## src/rtl/isp_remosaic.sv

```systemverilog
// isp_remosaic: RGB pixel stream to single-channel Bayer RAW with a fixed 2-clock pipeline.
// Define ISP_REMOSAIC_CHK_EN to build the line/frame geometry checker (error outputs tie to 0 otherwise).
module isp_remosaic #(
  parameter int BITS   = 8,
  parameter int WIDTH  = 1280,
  parameter int HEIGHT = 960,
  parameter int BAYER  = 0
) (
  input  logic            pclk,
  input  logic            rst_n,
  input  logic            in_href,
  input  logic            in_vsync,
  input  logic [BITS-1:0] in_r,
  input  logic [BITS-1:0] in_g,
  input  logic [BITS-1:0] in_b,
  output logic            out_href,
  output logic            out_vsync,
  output logic [BITS-1:0] out_raw,
  output logic            out_line_err,
  output logic            out_frame_err
);

  localparam logic FLIP_LINE = (BAYER == 2) || (BAYER == 3);
  localparam logic FLIP_PIX  = (BAYER == 1) || (BAYER == 3);

  if (BAYER < 0 || BAYER > 3 || WIDTH < 1 || WIDTH > 65535 ||
      HEIGHT < 1 || HEIGHT > 65535) begin : g_bad_param
    $error("isp_remosaic: BAYER must be 0..3 and WIDTH/HEIGHT must fit 16 bits");
  end

  logic            odd_pix;
  logic            odd_line;
  logic [1:0]      fmt;
  logic            href_fall;

  logic [BITS-1:0] s1_r;
  logic [BITS-1:0] s1_g;
  logic [BITS-1:0] s1_b;
  logic            s1_href;
  logic            s1_vsync;
  logic [1:0]      s1_fmt;
  logic [BITS-1:0] sel;

  logic [BITS-1:0] s2_raw;
  logic            s2_href;
  logic            s2_vsync;

  // Stage-1 href/vsync double as the previous-cycle copies for edge detection.
  assign href_fall = s1_href & ~in_href;
  assign fmt       = {odd_line ^ FLIP_LINE, odd_pix ^ FLIP_PIX};

  always_comb begin
    sel = s1_g;
    case (s1_fmt)
      2'b00:   sel = s1_b;
      2'b11:   sel = s1_r;
      default: sel = s1_g;
    endcase
  end

  always_ff @(posedge pclk) begin
    if (!rst_n) begin
      odd_pix  <= 1'b0;
      odd_line <= 1'b0;
      s1_r     <= '0;
      s1_g     <= '0;
      s1_b     <= '0;
      s1_href  <= 1'b0;
      s1_vsync <= 1'b0;
      s1_fmt   <= 2'b00;
      s2_raw   <= '0;
      s2_href  <= 1'b0;
      s2_vsync <= 1'b0;
    end else begin
      odd_pix <= in_href ? ~odd_pix : 1'b0;
      if (in_vsync) begin
        odd_line <= 1'b0;
      end else if (href_fall) begin
        odd_line <= ~odd_line;
      end
      s1_r     <= in_r;
      s1_g     <= in_g;
      s1_b     <= in_b;
      s1_href  <= in_href;
      s1_vsync <= in_vsync;
      s1_fmt   <= fmt;
      // Gate here so out_raw is a clean register and reads 0 outside active lines.
      s2_raw   <= s1_href ? sel : '0;
      s2_href  <= s1_href;
      s2_vsync <= s1_vsync;
    end
  end

  assign out_href  = s2_href;
  assign out_vsync = s2_vsync;
  assign out_raw   = s2_raw;

`ifdef ISP_REMOSAIC_CHK_EN
  localparam logic [15:0] WIDTH_L  = 16'(WIDTH);
  localparam logic [15:0] HEIGHT_L = 16'(HEIGHT);

  logic [15:0] pix_cnt;
  logic [15:0] line_cnt;
  logic [15:0] line_cnt_nxt;
  logic        line_open;
  logic        vsync_seen;
  logic        frame_active;
  logic        href_rise;
  logic        vsync_rise;
  logic        line_err_s1;
  logic        frame_err_s1;
  logic        line_err_q;
  logic        frame_err_q;

  assign href_rise    = in_href & ~s1_href;
  assign vsync_rise   = in_vsync & ~s1_vsync;
  assign line_cnt_nxt = (href_fall && line_cnt != 16'hFFFF) ? line_cnt + 16'd1 : line_cnt;

  // line_open only sets on an observed href rise, so a line cut by reset is never judged.
  always_ff @(posedge pclk) begin
    if (!rst_n) begin
      pix_cnt      <= '0;
      line_cnt     <= '0;
      line_open    <= 1'b0;
      vsync_seen   <= 1'b0;
      frame_active <= 1'b0;
      line_err_s1  <= 1'b0;
      frame_err_s1 <= 1'b0;
      line_err_q   <= 1'b0;
      frame_err_q  <= 1'b0;
    end else begin
      if (in_href) begin
        if (pix_cnt != 16'hFFFF) begin
          pix_cnt <= pix_cnt + 16'd1;
        end
      end else if (href_fall) begin
        pix_cnt <= '0;
      end

      if (href_rise) begin
        line_open <= 1'b1;
      end else if (href_fall) begin
        line_open <= 1'b0;
      end

      if (in_vsync) begin
        vsync_seen <= 1'b1;
      end

      line_err_s1  <= href_fall && line_open && (pix_cnt != WIDTH_L);
      frame_err_s1 <= vsync_rise && frame_active && (line_cnt_nxt != HEIGHT_L);

      if (vsync_rise) begin
        line_cnt     <= '0;
        frame_active <= 1'b0;
      end else begin
        line_cnt <= line_cnt_nxt;
        if (href_rise && vsync_seen) begin
          frame_active <= 1'b1;
        end
      end

      // Second register aligns the pulses with the stage-2 syncs.
      line_err_q  <= line_err_s1;
      frame_err_q <= frame_err_s1;
    end
  end

  assign out_line_err  = line_err_q;
  assign out_frame_err = frame_err_q;
`else
  assign out_line_err  = 1'b0;
  assign out_frame_err = 1'b0;
`endif

endmodule

```

## config.mk

```make
export PLATFORM = sky130hd
export DESIGN_NAME = isp_remosaic
export DESIGN_NICKNAME = d
export VERILOG_FILES = /design/src/rtl/isp_remosaic.sv
export SDC_FILE = /design/constraint.sdc
export NUM_CORES = 1
export LEC_CHECK = 0
export CAP_MARGIN = 15
export CORE_MARGIN = 1.5
export CORE_UTILIZATION = 30
export DETAILED_ROUTE_END_ITERATION = 10
export GPL_ROUTABILITY_DRIVEN = 0
export RECOVER_POWER = 25
export SLEW_MARGIN = 0
export SYNTH_ARGS = -nofsm -noshare
export SYNTH_HDL_FRONTEND = slang
export SYNTH_SLANG_ARGS = --single-unit
export TNS_END_PERCENT = 5
```

## constraint.sdc

```tcl
create_clock -name pclk -period 1.2 [get_ports pclk]
set_input_delay 0.24 -clock pclk [delete_from_list [all_inputs] [get_ports pclk]]
set_output_delay 0.24 -clock pclk [all_outputs]
set_load 0.02 [all_outputs]
```

== Word-level counts from Yosys, hierarchy flattened ==
Index checks and enable logic that the tools add are counted.

* Equal/unequal tests: 1
* Muxes and demuxes: 1
* Bitwise gates (word level): 5
* Reduce and logical (&&, ||, !) cells: 4

{| class="wikitable"
|+ Operator list
! kind !! count
|-
| $pmux 8 s2 || 1
|-
| $not 1->1 || 4
|-
| $reduce_and 2->1 || 2
|-
| $eq 2x2->1 const B || 1
|-
| $logic_not 2->1 || 1
|-
| $reduce_or 2->1 || 1
|-
| $and 1x1->1 || 1
|}

* Register bits: 40
* Input port bits: 28
* Output and inout port bits: 12
* Word-level logic and storage cells: 22

== Depth between registers and ports, before layout ==
* Depth in word-level cells: 2
* Gate-level depth with buffers: 5
* Mapped depth without buffers: 4

== Least setup slack after synthesis ==
OpenSTA, ideal clock, no wires.

* Path kind: reg2reg
* From: register s1_fmt[0]
* To: register s2_raw[6] (netlist: out_raw[6])
* Setup time: 0.123 ns
* Arrival time: 1.084 ns
* Required time: 1.077 ns
* Slack: -0.007 ns
* Cell stages (with the launch flop): 6
* Clock period less this slack: 1.207 ns
* Cells stage by stage: dfxtp_1 > inv_1 > ha_1 > buf_6 > a221oi_2 > nor3_2

* Longest elaborated chain between the ends: 2

{| class="wikitable"
|+ Ends and longest elaborated chain
! element !! RTL line !! source
|-
| start, declared || 41 || <nowiki>logic [1:0] s1_fmt;</nowiki>
|-
| start signal, assigned || 86 || <nowiki>s1_fmt <= fmt;</nowiki>
|-
| $eq 2x2->1 / $logic_not 2->1 (equally long branches) || 54 || <nowiki>case (s1_fmt)</nowiki>
|-
| $pmux 8 s2 * || 54 ||
|-
| end signal, assigned || 88 || <nowiki>s2_raw <= s1_href ? sel : '0;</nowiki>
|-
| end, declared || 44 || <nowiki>logic [BITS-1:0] s2_raw;</nowiki>
|}

Every way passes the cells marked *; elsewhere a longest branch is shown, timed or not.
A chain may end at the register's enable or synchronous reset.

== Worst setup path after layout ==
* From: register s1_fmt[1]
* To: register s2_raw[1] (netlist: out_raw[1])

The elaborated chain is that of the path after synthesis.

==> summary.txt <==
Place
  – Dpl ws: -84.87 ps
  – I/O Buffers: 37
  – Final HPWL DP: about 1.7 mm
  – Placed cells: 196

Die
  – DIE AREA: about 5000 um^2
  – Initial Util: approximately a third
  – Die Span Y: 70.67 um
  – I/O pin count: 40
  – Rows: 24
  – Area of the core: approximately 4400 um^2
  – Die X: 70.67 um

Power and ir drop
  – Tot Pwr: between 2 and 3 mW
  – Power density over the cells: 1305 nW/um^2
  – Leakage: just under 0.8 nW
  – Maximum vdd drop: approximately 0.6 mV

Worst setup path
  – Critical Path Fanout Max: 8
  – Critical path's slowest cell: dfxtp_2
  – Setup CP Type: register to register
  – CP required: between 1000 and 1500 ps
  – CP max stage delay: between 300 and 400 ps
  – Critical Path AT: 1350 ps
  – CP endpoint kind: register
  – Startpoint Class: register
  – Crit-path cells: inv_2 -> ha_4 -> buf_12 -> a221oi_4 -> nor3_2
  – Reg2reg setup slack: between 10 and 15 ps

Logic synthesis
  – Mean post-synth cell area: about 12 um^2
  – Sequential-to-total area share from yosys stat: 58.29%
  – Synth warnings: 0
  – Synth unique cells: 16
  – Synthesized area: approximately 1400 um^2
  – Cell count after synthesis: about 110
  – Seq cells post-synth: 40

Final layout
  – Area growth syn-to-layout: 43.72%
  – # fillers: approximately 400
  – Share of layout cells above drive strength 1: between 20% and 30%
  – Final net count: 183
  – Footprint of the multi-input gates: between 500 and 600 um^2
  – Ant diodes: 0
  – Reg area: between 800 and 900 um^2
  – Non-filler cells, final: around 200

Routing
  – Antenna viol nets, final: 0
  – DR pass1 iterations: 3
  – Vias: approximately 850
  – Final wirelength: roughly 2.5 mm
  – Initial drt markers: 18
  – Vias per inst: about 4.1
  – Remaining DRCs: 0
  – Wire per inst: between 10 and 15 um

Global routing
  – Number of global-route vias before repair: 862
  – First-pass GRT wire length: 3.988 mm
  – Overall routing resource usage: 10.54%
  – Initial antenna violation count: 0
  – Largest net degree at the start of global routing: 17
  – Grt total ovfl: 0

STA
  – Slew Limit Fails: 0
  – Final WS setup: between 10 and 15 ps
  – Final cycle utilization of the critical path: between 90% and 100%
  – Final setup TNS: 0 ps
  – Clock skew: 4.849 ps
  – Fin crit period: 1188 ps
  – Worst hold margin: 405.7 ps
  – Final setup viols: 0
  – RSZ-0062 raised after global routing: yes
  – Fmax: ~0.84 GHz
  – Hold Vio Cnt, Final: 0

Clock network
  – Clock Sinks: 40
  – Clk pin slew, worst setup/hold paths: roughly 70 ps
  – CTS Buffer Depth: 2
  – Clock Latency Late Sink: about 280 ps
  – CTS tree: yes
  – Root Driver: clkbuf_8
  – Cts bufs inserted: 5
  – H-tree depth: 2

Run
  – Max_cap viols: 0

Hold path
  – HP Class: register to register

Outcome
  – Outcome: finished, final reports clean
what timing repair did:
item | in CTS | in global routing
buffers inserted | 0 | 2
hold buffers | 0 | 0
gates resized for setup | 11 | 15
pin swaps | 0 | 7
setup endpoints to repair | 16 | 10
cells in the mapped netlist:
library cell / count / area, um^2
nor3b_2: 1 / 12.51
ha_1: 2 / 25.02
and2_1: 29 / 181.4
nor2b_1: 9 / 56.30
buf_6: 2 / 22.52
a221oi_2: 8 / 120.1
buf_2: 2 / 10.01
clkbuf_1: 2 / 7.510
buf_4: 2 / 15.01
and2b_1: 1 / 7.510
nand2_4: 1 / 11.26
inv_1: 3 / 11.26
nor3_2: 8 / 80.08
conb_1: 1 / 3.750
xnor2_1: 1 / 8.760
dfxtp_1: 40 / 800.8
worst paths after layout:
check / to / start / depth (start not counted)
worst max-delay path: out_raw[1] / s1_fmt[1] / 5
worst min-delay path: odd_pix / odd_pix / 1
worst max register to register: out_raw[1] / s1_fmt[1] / 5
worst min register to register: odd_pix / odd_pix / 1
stage by stage:
| stage | utilization (%) | cell area (um^2) |
|---|---|---|
| floorplan | - | 1390 |
| global placement | 40.72 | 1785 |
| detailed placement | 40.72 | 1785 |
| CTS | 42.55 | 1866 |
| global route | 45.03 | 1974 |
| finish | 45.03 | 1974 |
logic make-up (layout without fill, tap and decap cells):
kind of cell / count (synthesis) / after routing / synth area share [%]
AND/OR/NAND/NOR: 49 / 49 / 25.41
flip-flops: 40 / 40 / 58.29
buffers and inverters: 11 / 52 / 4.827
AO/OA/AOI/OAI: 8 / 8 / 8.744
adder cells (fa/ha/maj): 2 / 2 / 1.821
other: 1 / 2 / 0.2730
XOR/XNOR: 1 / 1 / 0.6376
report_power, final:
part	switching, mW	internal, mW	total, mW	leakage (nW)
Combinational	0.110	0.180	0.290	0.408
Sequential	0.0295	1.39	1.42	0.332
Clock	0.401	0.468	0.870	0.0455
Total	0.541	2.04	2.58	0.785
registers in the layout, summed over array words and instances, names as in the netlist:
register and count:
s1_g 8, out_raw 8, s1_href 1, s1_r 8, odd_line 1, s1_fmt 2
out_vsync 1, s1_b 8, out_href 1, s1_vsync 1, odd_pix 1
critical path: cells and delay by family (launching register included):
kind	cells	cell delay [ps]
AO/OA/AOI/OAI	1	200
adder cells (fa/ha/maj)	1	270
buffers and inverters	2	210
flip-flops	1	340
AND/OR/NAND/NOR	1	60
area by class of cell:
cell class	instances	area share [%]
Sequential cell	40	40.68
Multi-Input combinational cell	62	29.85
Inverter	3	0.5703
Clock buffer	8	4.563
Tap cell	52	3.295
Timing Repair Buffer	41	21.04
metal layers:
metal / vias up / wire [um] / GRT usage, %
li1: 443 / - / -
met1: 373 / 1147 / 12.88
met2: 29 / 1149 / 16.35
met3: 2 / 168 / 4.131
met4: 0 / 13 / 5.031
met5: - / 0 / 0
placed cells by master, fill, tap and decap left out:
cell type         n
dfxtp_1          38
and2_1           29
clkdlybuf4s50_1  27
nor2b_1           8
nor3_2            8
dlygate4sd2_1     8
clkbuf_8          6
a221oi_4          5
a221oi_2          3
inv_1             2
conb_1            2
clkbuf_1          2
clkdlybuf4s15_1   2
buf_4             2
buf_12            2
dfxtp_2           2
inv_2             1
nand2_4           1
nor2b_4           1
and2b_1           1
xnor2_1           1
nor3b_2           1
ha_4              1
ha_2              1
Note: power is estimated with default switching activity, not from simulation.
